[src/rtl/bolme_pkg.sv]
// bolme_pkg: shared state encoding and default operand width for the divider.
package bolme_pkg;
  localparam int DEF_WIDTH = 4;
  typedef enum logic [1:0] {
    S_IDLE = 2'd0,
    S_CALC = 2'd1,
    S_DONE = 2'd2
  } state_t;
endpackage

[src/rtl/bolme_step.sv]
// bolme_step: one combinational restoring-division step on a WIDTH+1-bit trial value.
module bolme_step
  import bolme_pkg::*;
#(
  parameter int WIDTH = DEF_WIDTH
) (
  input  logic [WIDTH-1:0] r,
  input  logic [WIDTH-1:0] q,
  input  logic [WIDTH-1:0] divisor,
  output logic [WIDTH-1:0] r_next,
  output logic [WIDTH-1:0] q_next
);
  logic [WIDTH:0] t;
  logic [WIDTH:0] d;
  logic ge;
  always_comb begin
    t = {r, q[WIDTH-1]};
    d = {1'b0, divisor};
    ge = t >= d;
    r_next = ge ? WIDTH'(t - d) : t[WIDTH-1:0];
    q_next = {q[WIDTH-2:0], ge};
  end
endmodule

[src/rtl/bolme.sv]
// bolme: sequential restoring divider, one quotient bit per clock, start/done handshake.
module bolme
  import bolme_pkg::*;
#(
  parameter int WIDTH = DEF_WIDTH
) (
  input  logic             clk,
  input  logic             rst,
  input  logic             start,
  input  logic [WIDTH-1:0] dividend,
  input  logic [WIDTH-1:0] divisor,
  output logic [WIDTH-1:0] quotient,
  output logic [WIDTH-1:0] remainder,
  output logic             done,
  output logic             busy,
  output logic             div_zero
);
  localparam int CW = $clog2(WIDTH);
  state_t state, state_n;
  logic [CW-1:0] cnt;
  logic [WIDTH-1:0] r, q, dvs, dvd, r_next, q_next;
  logic accept, zero;
  bolme_step #(.WIDTH(WIDTH)) u_step (
    .r(r),
    .q(q),
    .divisor(dvs),
    .r_next(r_next),
    .q_next(q_next)
  );
  // the done cycle still counts as busy, so a start seen during it is dropped
  assign accept = state == S_IDLE && start && !done;
  assign busy = state != S_IDLE || done;
  assign zero = dvs == '0;
  always_comb begin
    state_n = state;
    state_n = state == S_IDLE ? (accept ? (divisor == '0 ? S_DONE : S_CALC) : S_IDLE) :
              state == S_CALC ? (cnt == '0 ? S_DONE : S_CALC) : S_IDLE;
  end
  always_ff @(posedge clk) begin
    if (rst) state <= S_IDLE;
    else state <= state_n;
  end
  always_ff @(posedge clk) begin
    if (rst) begin
      cnt <= '0;
      r <= '0;
      q <= '0;
      dvs <= '0;
      dvd <= '0;
      quotient <= '0;
      remainder <= '0;
      done <= 1'b0;
      div_zero <= 1'b0;
    end else begin
      done <= 1'b0;
      if (accept) begin
        dvd <= dividend;
        dvs <= divisor;
        r <= '0;
        q <= dividend;
        cnt <= CW'(WIDTH - 1);
        div_zero <= 1'b0;
      end else if (state == S_CALC) begin
        r <= r_next;
        q <= q_next;
        cnt <= cnt - 1'b1;
      end else if (state == S_DONE) begin
        quotient <= zero ? '1 : q;
        remainder <= zero ? dvd : r;
        div_zero <= zero;
        done <= 1'b1;
      end
    end
  end
endmodule

[config.mk]
export PLATFORM = sky130hd
export DESIGN_NAME = bolme
export DESIGN_NICKNAME = d
export VERILOG_FILES = /design/src/rtl/bolme_pkg.sv /design/src/rtl/bolme_step.sv /design/src/rtl/bolme.sv
export SDC_FILE = /design/constraint.sdc
export NUM_CORES = 1
export LEC_CHECK = 0
export CAP_MARGIN = 20
export CELL_PAD_IN_SITES_DETAIL_PLACEMENT = 1
export CELL_PAD_IN_SITES_GLOBAL_PLACEMENT = 2
export CORE_ASPECT_RATIO = 0.7
export CORE_MARGIN = 2
export CORE_UTILIZATION = 33
export DETAILED_ROUTE_END_ITERATION = 10
export PLACE_DENSITY = 0.92
export REMOVE_ABC_BUFFERS = 1
export SLEW_MARGIN = 20
export SYNTH_ARGS = -nofsm -noshare
export SYNTH_HDL_FRONTEND = slang
export SYNTH_SLANG_ARGS = --single-unit
[constraint.sdc]
create_clock -name clk -period 3 [get_ports clk]
set_clock_uncertainty 0.05 [all_clocks]
set_input_delay 0.75 -clock clk [delete_from_list [all_inputs] [get_ports clk]]
set_output_delay 0.75 -clock clk [all_outputs]
set_load 0.02 [all_outputs]
# --- Yosys cells after proc, flatten, opt, wreduce, memory -nomap -nowiden ---
# Cells that the tools add are included.
op_classes:
  n_addsub: 2
  n_lt_le_gt_ge: 1
  n_eq_ne: 2
  mux: 13
  bitwise: 2
  n_reduce_logical: 14
op_table:
  columns: ["operator", "n"]
  rows:
  - ["two-way mux 4 bit", 5]
  - ["two-way mux 2 bit", 7]
  - ["zero test 4 bit", 2]
  - [">= comparator 5 x 4 -> 1 bit", 1]
  - ["zero test 2 bit", 2]
  - ["nonzero test 2 bit", 2]
  - ["subtractor 4 bit", 1]
  - ["AND reduction 3 bit", 1]
  - ["OR reduction 3 bit", 1]
  - ["== test 2 x 1 -> 1 bit (second input constant)", 1]
  - ["== test 2 bit (second input constant)", 1]
  - ["logical AND 1 bit", 2]
  - ["inverter 1 bit", 2]
  - ["AND reduction 2 bit", 1]
  - ["OR reduction 2 bit", 1]
  - ["subtractor 2 x 1 -> 2 bit (second input constant)", 1]
  - ["zero test 1 bit", 1]
  - ["logical OR 1 bit", 1]
  - ["two-way mux 1 bit", 1]
totals:
  reg_bits: 30
  in_bits: 11
  out_inout_bits: 11
  elab_cells: 44

# --- Logic depth before layout (Yosys ltp) ---
# Gate-level depths: netlist of run 1.
depth:
  ltp_word: 5
  mapped_depth: 7
  ltp_nobuf: 7

# --- Hierarchy ---
# A second synthesis of run 1 with hierarchy kept.
unflattened:
  hier_cells: 172
  hier_area_um2: 1463.9
modules_own_cells:
  columns: ["module", "instances", "cells_each", "area_per_inst_um2", "seq_area_each_um2"]
  rows:
  - ["bolme", 1, 140, 1209.9, 600.6]
  - ["bolme_step", 1, 32, 254.0, 0.0]

# --- Least setup slack after synthesis of run 1 ---
# Ideal clock, no wire load.
synth_timing:
  kind: "flip-flop to flip-flop"
  from: "register dvs[2]"
  to: "register r[0]"
  setup_time_ps: 62
  t_arrival_ps: 1644
  required_time_ps: 2888
  slack_ps: 1244
  stages_incl_launch_ff: 8
  path_buffers: 0
  period_less_slack_ps: 1756
  path_cell_list: "dfxtp_1 > inv_1 > ha_1 > o21a_1 > nor3_1 > a21oi_1 > or4_1 > nand3_1"
synth_via:
  elab_chain_cells: 2
synth_lines:
  columns: ["element", "line", "rtl"]
  rows:
  - ["start, declared", "bolme.sv:21", "logic [WIDTH-1:0] r, q, dvs, dvd, r_next, q_next;"]
  - ["start signal, assigned", "bolme.sv:58", "dvs <= divisor;"]
  - [">= comparator 5 x 4 -> 1 bit", "bolme_step.sv:19", "ge = t >= d;"]
  - ["two-way mux 4 bit", "bolme_step.sv:20", "r_next = ge ? WIDTH'(t - d) : t[WIDTH-1:0];"]
  - ["end signal, assigned", "bolme.sv:64", "r <= r_next;"]
  - ["end, declared", "bolme.sv:21", null]
# No other way between the ends.
# A chain may end at the register's enable or synchronous reset.

# --- Worst setup path after layout of run 1 ---
layout_timing:
  from: "register state[1]"
  to: "output port busy"
layout_via:
  elab_chain_cells: 2
layout_lines:
  columns: ["element", "line", "rtl"]
  rows:
  - ["start, declared", "bolme.sv:19", "state_t state, state_n;"]
  - ["start signal, assigned", "bolme.sv:41", "else state <= state_n;"]
  - ["nonzero test 2 bit", "bolme.sv:32", "assign busy = state != S_IDLE || done;"]
  - ["logical OR 1 bit", "bolme.sv:32", null]
  - ["end, declared", "bolme.sv:15", "output logic busy,"]
# No other way between the ends.

==> results.sh, run 1 <==
export IMPL_ys_seq_area_share_pct=44.2
export IMPL_maxSlewHeadroom_pct=50.8
export IMPL_cts_repair_resize_count=0
export IMPL_p_leak_nw=0.655
export IMPL_cts_setup_buffers=0
export IMPL_syn_inst=161
export IMPL_synth_xor_area_share_pct=1.29
export IMPL_layout_drive_gt1_share_pct=8.65
export IMPL_cts_sinks=30
export IMPL_grt_usage_pct=17.9
export IMPL_fin_cells=237
export IMPL_grt_pass1_vias=1289
export IMPL_die_w_um=80.7
export IMPL_end_kind="output pin"
export IMPL_p_total_w=0.00106
export IMPL_crit_type="reg -> out"
export IMPL_pwr_share_clk_pct=36.1
export IMPL_synth_compound_area_share_pct=15.0
export IMPL_synth_edf_count=0
export IMPL_hold_viol=0
export IMPL_antenna_left=0
export IMPL_rsz0062_at_grt="false"
export IMPL_portBuffers=21
export IMPL_combPwrFrac_pct=21.1
export IMPL_crit_chain="nor3_1, inv_1, clkdlybuf4s50_1"
export IMPL_min_path_type="reg -> reg"
export IMPL_min_period_ps=2350
export IMPL_drc=0
export IMPL_finalMaxSlewViolations=0
export IMPL_cp_max_fo=5
export IMPL_dp_cells=229
export IMPL_max_freq_ghz=0.426
export IMPL_power_frac_seq_pct=42.8
export IMPL_critPathRequiredTime_ps=2200
export IMPL_final_common_cell="dfxtp_1"
export IMPL_critical_path_max_stage_delay_ps=550
export IMPL_grt_max_degree=25
export IMPL_syn_area_per_cell_um2=8.45
export IMPL_cts_buffers=5
export IMPL_cts_buffer_depth=2
export IMPL_synthAdderAreaFrac_pct=6.07
export IMPL_grt_overflow_total=0
export IMPL_clkLatencyLatePin_ps=280
export IMPL_final_cell_mix="30 x dfxtp_1, 28 x nand2_1, 21 x clkdlybuf4s50_1, 15 x nor2_1, 12 x a21oi_1"
export IMPL_hold_worst_slack_ps=421
export IMPL_setup_tns_ps=0
export IMPL_fin_crit_sh_pct=78.3
export IMPL_viasPerCell=5.07
export IMPL_ys_flop_type="dfxtp_1"
export IMPL_core_area_um2=3950
export IMPL_synth_top_area_share_pct=44.2
export IMPL_cts_tree="built"
export IMPL_wl_mm=3.66
export IMPL_dp_hpwl_mm=2.79
export IMPL_io_pins=22
export IMPL_start_kind="flip-flop"
export IMPL_intPower_w=0.000755
export IMPL_synth_top_area_cell="dfxtp_1"
export IMPL_worst_path_max_delay_cell="clkdlybuf4s50_1"
export IMPL_grt_pass1_wl_mm=6.20
export IMPL_dr_total_vias=1202
export IMPL_num_nets_final=201
export IMPL_critPathArrivalTime_ps=1550
export IMPL_wl_per_cell_um=15.4
export IMPL_synth_area_top_cells="dfxtp_1 44%, nand2_1 7.7%, ha_1 4.6%"
export IMPL_die_h_um=57.7
export IMPL_place_congestion=0.853
export IMPL_antenna_found_initial=0
export IMPL_synth_area_um2=1360
export IMPL_switching_share_pct=28.9
export IMPL_power_density_nw_per_um2=612
export IMPL_final_util_pct=44.0
export IMPL_synthMuxAreaShare_pct=4.42
export IMPL_synth_top_family_by_area="simple AND/OR/NAND/NOR gates"
export IMPL_rows=19
export IMPL_dieArea_um2=4660
export IMPL_drt_iter0_markers=57
export IMPL_synth_seq_cells=30
export IMPL_ys_types=31
export IMPL_power_switching_w=0.000307
export IMPL_ys_warn_count=0
export IMPL_synthArstFlopShare_pct=0
export IMPL_synth_simple_area_share_pct=24.5
export IMPL_start_util_pct=34.5
export IMPL_hold_buffers=0
export IMPL_fill_cells=477
export IMPL_h_tree_depth=2
export IMPL_area_growth_pct=27.6
export IMPL_status="complete, no violations"
export IMPL_cap_violations=0
export IMPL_cts_root_buffer="clkbuf_8"
export IMPL_worst_slew_pin_transition_ps=732
export IMPL_path_clk_slew_ps=60
export IMPL_detail_route_first_pass_iterations=4
export IMPL_antenna_cells=0
export IMPL_setup_viol=0
export IMPL_vdd_drop_max_mv=0.327
==> flip-flops by register name (all words and copies together) (netlist names) <==
name / flops
cnt: 2
quotient: 4
r: 4
div_zero: 1
dvs: 4
q: 4
state: 2
dvd: 4
remainder: 4
done: 1
==> Yosys cell counts (2+ instances only) <==
cell      instances
dfxtp_1          30
nand2_1          28
nor2_1           15
a21oi_1          12
nor3_1           11
inv_1             8
clkbuf_1          6
mux2i_1           6
a31oi_1           5
ha_1              5
nand3_1           5
a211oi_2          4
nand2b_1          3
o21ai_0           3
buf_2             2
nor2b_1           2
nor4_1            2
==> cells by family after synthesis <==
family,after synthesis
AOI/OAI and AO/OA,30
xor gates and xnor gates,2
adders and majority gates,6
buffers and inverters,16
DFF,30
muxes,6
and+or+nand+nor,71
==> path summary, 6_finish.rpt <==
path,start,to,slack [ps],cells past startpoint
hold reg to reg,dvd[2],dvd[2],420,2
hold / removal,dvd[2],dvd[2],420,2
setup reg to reg,dvs[2],r[3],910,7
setup / recovery,state[1],busy,650,3
==> per-stage QoR <==
step | area, µm² | setup WS (ps)
final | 1740 | 650
after global routing | 1740 | 548
after CTS | 1740 | 623
after detailed placement | 1630 | 689
after global placement | 1630 | 749
after floorplan | 1330 | 1240
==> layer usage <==
metal / track usage [%] / vias to the layer above / part of all wire, %
li1: - / 600 / -
met1: 23.8 / 569 / 49
met2: 28.5 / 28 / 45
met3: 4.67 / 5 / 4.7
met4: 6.54 / 0 / 1.0
met5: 0 / - / 0
==> final cells by class <==
type / instances / area (µm²) / share of cell area (%)
clock buffer: 8 / 110 / 6.34
tap: 52 / 65.1 / 3.75
sequential: 30 / 601 / 34.6
timing repair buffer: 24 / 233 / 13.4
inverter: 8 / 30.0 / 1.73
multi-input combinational: 115 / 697 / 40.2
==> worst max-delay path: cells and delay by family (launching register included) <==
kind | cells | cell delay [ps]
flip-flops | 1 | 340
AND/OR/NAND/NOR | 1 | 310
buffers and inverters | 2 | 630
==> power by group through the flow <==
stage          Combinational, W  Clock, W  Sequential, W
5_1_grt                0.000247  0.000409       0.000459
6_report               0.000224  0.000384       0.000454
4_1_cts                0.000226  0.000390       0.000455
3_3_place_gp           0.000213         0       0.000461
2_1_floorplan          0.000135         0       0.000464
3_5_place_dp           0.000223         0       0.000464
Power figures use the tool's default switching activity.
==> run 2: changes to the inputs <==
Settings changed: CORE_UTILIZATION 33 to 28, PLACE_DENSITY 0.92 to 0.84.
Clock period 3 ns to 2.05 ns, I/O delays scaled along.
==> run 2 against run 1 <==
Highest routed layer unchanged. Largest power group unchanged. Clock power grew 46%. Sequential share of layout area shrank 0.95 points. Die area grew 17%. Critical endpoint is now r[0]. First-iteration DRC count grew 19%.
==> results.sh, run 2 (synthesis gave the netlist of run 1 again) <==
export IMPL_min_path_type="reg -> reg"
export IMPL_fin_cells=246
export IMPL_hold_viol=0
export IMPL_drt_iter0_markers=68
export IMPL_start_kind="flip-flop"
export IMPL_final_util_pct=37.7
export IMPL_detail_route_first_pass_iterations=4
export IMPL_clkLatencyLatePin_ps=280
export IMPL_cts_buffer_depth=2
export IMPL_wl_mm=3.77
export IMPL_seq_area_um2=601
export IMPL_min_from="dvd[3]"
export IMPL_grt_pass1_wl_mm=6.15
export IMPL_dr_total_vias=1234
export IMPL_antenna_left=0
export IMPL_rows=21
export IMPL_core_area_um2=4730
export IMPL_finalMaxSlewViolations=0
export IMPL_status="complete, no violations"
export IMPL_cp_max_fo=7
export IMPL_power_frac_seq_pct=42.2
export IMPL_max_freq_ghz=0.540
export IMPL_place_congestion=0.818
export IMPL_die_h_um=62.3
export IMPL_pwr_share_clk_pct=35.7
export IMPL_layout_drive_gt1_share_pct=12.2
export IMPL_fill_cells=564
export IMPL_drc=0
export IMPL_setup_tns_ps=0
export IMPL_portBuffers=21
export IMPL_hold_end="dvd[3]"
export IMPL_end_kind="flip-flop"
export IMPL_cap_violations=0
export IMPL_multi_input_area_um2=711
export IMPL_grt_overflow_total=0
export IMPL_grt_pass1_vias=1286
export IMPL_r2r_end="r[0]"
export IMPL_viasPerCell=5.02
export IMPL_rsz0062_at_grt="false"
export IMPL_power_density_nw_per_um2=883
export IMPL_dp_cells=238
export IMPL_dp_hpwl_mm=2.91
export IMPL_maxSlewHeadroom_pct=59.3
export IMPL_die_w_um=87.3
export IMPL_pre_cts_ws_ps=92.4
export IMPL_hold_worst_slack_ps=407
export IMPL_min_period_ps=1850
export IMPL_final_cell_mix="30 x dfxtp_1, 28 x nand2_1, 20 x clkdlybuf4s50_1, 15 x nor2_1, 11 x a21oi_1"
export IMPL_vdd_drop_max_mv=0.244
export IMPL_p_leak_nw=0.682
export IMPL_antenna_cells=0
export IMPL_hold_buffers=0
export IMPL_fin_crit_sh_pct=90.4
export IMPL_r2r_cells=7
export IMPL_intPower_w=0.00112
export IMPL_crit_type="reg -> reg"
export IMPL_h_tree_depth=2
export IMPL_cts_sinks=30
export IMPL_r2r_slack_ps=200
export IMPL_layout_setup_ws_ps=197
export IMPL_io_pins=22
export IMPL_area_growth_pct=31.2
export IMPL_cts_setup_buffers=0
export IMPL_dieArea_um2=5440
export IMPL_setup_viol=0
export IMPL_critPathRequiredTime_ps=2230
export IMPL_critPathArrivalTime_ps=2030
export IMPL_cts_root_buffer="clkbuf_8"
export IMPL_cts_buffers=5
export IMPL_wl_per_cell_um=15.3
export IMPL_start_util_pct=28.8
export IMPL_cts_tree="built"
export IMPL_final_common_cell="dfxtp_1"
export IMPL_grt_usage_pct=14.9
export IMPL_antenna_found_initial=0
export IMPL_power_switching_w=0.000457
export IMPL_switching_share_pct=29.0
export IMPL_path_clk_slew_ps=70
export IMPL_worst_slew_pin_transition_ps=606
export IMPL_grt_max_degree=25
export IMPL_r2r_start="dvs[2]"
export IMPL_num_nets_final=205
export IMPL_combPwrFrac_pct=22.2
export IMPL_whs_path_depth=2
[run 2: cell types whose count changed in the layout (fill, tap and decap cells not counted)]
cell	delta
a21oi_1	-1
a21oi_2	+1
buf_4	+4
clkdlybuf4s50_1	-1
dlygate4sd2_1	+1
nor3_1	-2
nor3_2	+2
[run 2: cell type report]
class | count | area share (%)
multi-input combinational | 115 | 39.8
sequential | 30 | 33.7
timing repair buffer | 28 | 14.7
clock buffer | 8 | 6.17
tap | 57 | 4.00
inverter | 8 | 1.68
[run 2: repair_timing]
| item | in CTS | in global routing |
|---|---|---|
| gates resized for setup | 2 | 2 |
| gates cloned | 0 | 0 |
| endpoints found under the setup margin | 1 | 5 |
[run 2: per-layer routing]
metal	up-vias	share of wire [%]	global-route usage, %
li1	609	-	-
met1	586	49	20.0
met2	29	45	22.2
met3	10	3.7	3.99
met4	0	2.1	7.12
met5	-	0	0
[run 2: worst max path at each step]
stage,startpoint,end,slack (ps),cells after the start
floorplan,dvs[2],r[0],290,7
global placement,rst,r[0],110,4
detailed placement,dvs[2],r[0],90,7
CTS,dvs[2],r[0],80,7
global route,dvs[2],r[0],60,7
finish,dvs[2],r[0],200,7
[run 2: power groups by stage]
stage / sequential, W / combinational, W / clock, W
6_report: 0.000665 / 0.000349 / 0.000562
5_1_grt: 0.000670 / 0.000385 / 0.000609
4_1_cts: 0.000664 / 0.000346 / 0.000581
3_5_place_dp: 0.000677 / 0.000346 / 0
3_3_place_gp: 0.000674 / 0.000329 / 0
2_1_floorplan: 0.000679 / 0.000198 / 0
[run 2: worst max-delay path: stages (launching register included)]
cell and delay [ps]:
dfxtp_1 390, inv_1 70, ha_1 330, o21a_1 210
nor3_2 130, a21oi_2 100, or4_1 430, nand3_1 80
[run 2: per-stage QoR]
step	cell area [µm²]	power [W]
floorplan	1330	0.000877
global placement	1660	0.00100
detailed placement	1660	0.00102
CTS	1780	0.00159
global route	1780	0.00166
finish	1780	0.00158
==> run 3: changes to the inputs <==
Settings changed: SETUP_SLACK_MARGIN set to 0.3.
==> run 3 against run 2 <==
Routed wire length increased by 2.3%. Sequential cell count unchanged. Worst setup slack improved by 73 ps. Sequential power about the same. Die area unchanged. Via count increased by 1.5%. Register-to-register slack improved by 160 ps. Critical path depth decreased by 4. Highest routed layer unchanged.
==> results.sh, run 3 (synthesis gave the netlist of run 1 again) <==
export IMPL_max_freq_ghz=0.562
export IMPL_power_density_nw_per_um2=869
export IMPL_hold_end="dvd[3]"
export IMPL_critPathArrivalTime_ps=1220
export IMPL_combPwrFrac_pct=24.4
export IMPL_r2r_start="dvs[3]"
export IMPL_worst_path_max_delay_cell="dfxtp_1"
export IMPL_drt_iter0_markers=60
export IMPL_detail_route_first_pass_iterations=4
export IMPL_critical_path_max_stage_delay_ps=360
export IMPL_fin_crit_sh_pct=86.8
export IMPL_grt_pass1_wl_mm=6.29
export IMPL_die_h_um=62.3
export IMPL_placedInstanceArea_um2=1660
export IMPL_power_switching_w=0.000477
export IMPL_grt_pass1_vias=1313
export IMPL_antenna_cells=0
export IMPL_num_nets_final=208
export IMPL_min_period_ps=1780
export IMPL_layout_drive_gt1_share_pct=18.8
export IMPL_crit_type="reg -> out"
export IMPL_worst_slew_pin_transition_ps=621
export IMPL_start_util_pct=28.8
export IMPL_place_congestion=0.818
export IMPL_power_frac_seq_pct=41.0
export IMPL_r2r_cells=8
export IMPL_path_delay_family="buffers and inverters"
export IMPL_path_clk_slew_ps=60
export IMPL_final_cell_mix="28 x nand2_1, 25 x dfxtp_1, 14 x nor2_1, 11 x a21oi_1"
export IMPL_grt_max_degree=25
export IMPL_min_from="dvd[3]"
export IMPL_finalMaxSlewViolations=0
export IMPL_antenna_found_initial=0
export IMPL_grt_overflow_total=0
export IMPL_setup_tns_ps=0
export IMPL_die_w_um=87.3
export IMPL_io_pins=22
export IMPL_portBuffers=21
export IMPL_crit_chain="nor3_4, inv_1, dlygate4sd2_1"
export IMPL_status="complete, no violations"
export IMPL_wl_mm=3.86
export IMPL_wl_per_cell_um=15.5
export IMPL_vdd_drop_max_mv=0.244
export IMPL_drc=0
export IMPL_crit_buf_inv=2
export IMPL_r2r_end="r[1]"
export IMPL_p_leak_nw=0.766
export IMPL_setup_viol=0
export IMPL_grt_usage_pct=15.2
export IMPL_hold_buffers=0
export IMPL_area_growth_pct=37.5
export IMPL_critPathRequiredTime_ps=1490
export IMPL_r2r_slack_ps=360
export IMPL_dr_total_vias=1252
export IMPL_clkLatencyLatePin_ps=280
export IMPL_cts_buffer_depth=2
export IMPL_intPower_w=0.00115
export IMPL_cts_root_buffer="clkbuf_8"
export IMPL_start_kind="flip-flop"
export IMPL_final_common_cell="nand2_1"
export IMPL_cts_tree="built"
export IMPL_pwr_share_clk_pct=34.6
export IMPL_rows=21
export IMPL_rsz0062_at_grt="true"
export IMPL_antenna_left=0
export IMPL_whs_path_depth=2
export IMPL_viasPerCell=5.03
export IMPL_switching_share_pct=29.4
export IMPL_cap_violations=0
export IMPL_cp_max_fo=5
export IMPL_core_area_um2=4730
export IMPL_cts_sinks=30
export IMPL_dieArea_um2=5440
export IMPL_min_path_type="reg -> reg"
export IMPL_maxSlewHeadroom_pct=58.3
export IMPL_fin_area_um2=1870
export IMPL_hold_viol=0
export IMPL_end_kind="output pin"
export IMPL_cts_buffers=5
export IMPL_h_tree_depth=2
export IMPL_dp_hpwl_mm=2.91
run 3: metrics by stage:
stage               hold WS (ps)  util [%]  power (W)  std cells  setup slack (ps)
floorplan                    380         -   0.000877        153               294
global placement             398      35.1    0.00100        238               114
detailed placement           401      35.1    0.00102        238              92.4
CTS                          410      38.0    0.00160        246               222
global route                 432      39.6    0.00171        249               180
finish                       407      39.6    0.00163        249               271
run 3: per-layer routing:
layer / track usage (%) / part of all wire [%] / up-vias
li1: - / - / 614
met1: 20.2 / 47 / 594
met2: 22.9 / 46 / 32
met3: 3.99 / 4.8 / 12
met4: 6.92 / 2.0 / 0
met5: 0 / 0 / -
run 3: repair_timing:
action,4_1_cts,5_1_grt
buffers inserted,0,3
pin swaps,1,2
resized for setup,18,13
setup endpoints to repair,16,7
run 3: layout make-up:
cell class | count | area, µm²
clock buffers | 8 | 110
fillers | 565 | 2860
inverters | 8 | 30.0
multi-input cells | 115 | 768
flip-flops and latches | 30 | 612
well taps | 57 | 71.3
repair buffers | 31 | 279
run 3: worst max-delay path by stage:
stage               slack (ps)  cells after the start  startpoint    to
floorplan                  290                      7      dvs[2]  r[0]
global placement           110                      4         rst  r[0]
detailed placement          90                      7      dvs[2]  r[0]
CTS                        220                      3    state[0]  busy
global route               180                      3    state[0]  busy
finish                     270                      3    state[0]  busy
run 3: tightest hold or removal path, delay by kind of cell (launching register included):
family           cells  cell delay (ps)
flip-flops           1              310
AND/OR/NAND/NOR      1               50
AO/OA/AOI/OAI        1               50
run 3: power groups by stage:
stage / combinational, W / clock, W / sequential, W
final: 0.000396 / 0.000563 / 0.000667
after global routing: 0.000434 / 0.000609 / 0.000672
after CTS: 0.000351 / 0.000581 / 0.000666
after detailed placement: 0.000346 / 0 / 0.000677
after global placement: 0.000329 / 0 / 0.000674
after floorplan: 0.000198 / 0 / 0.000679
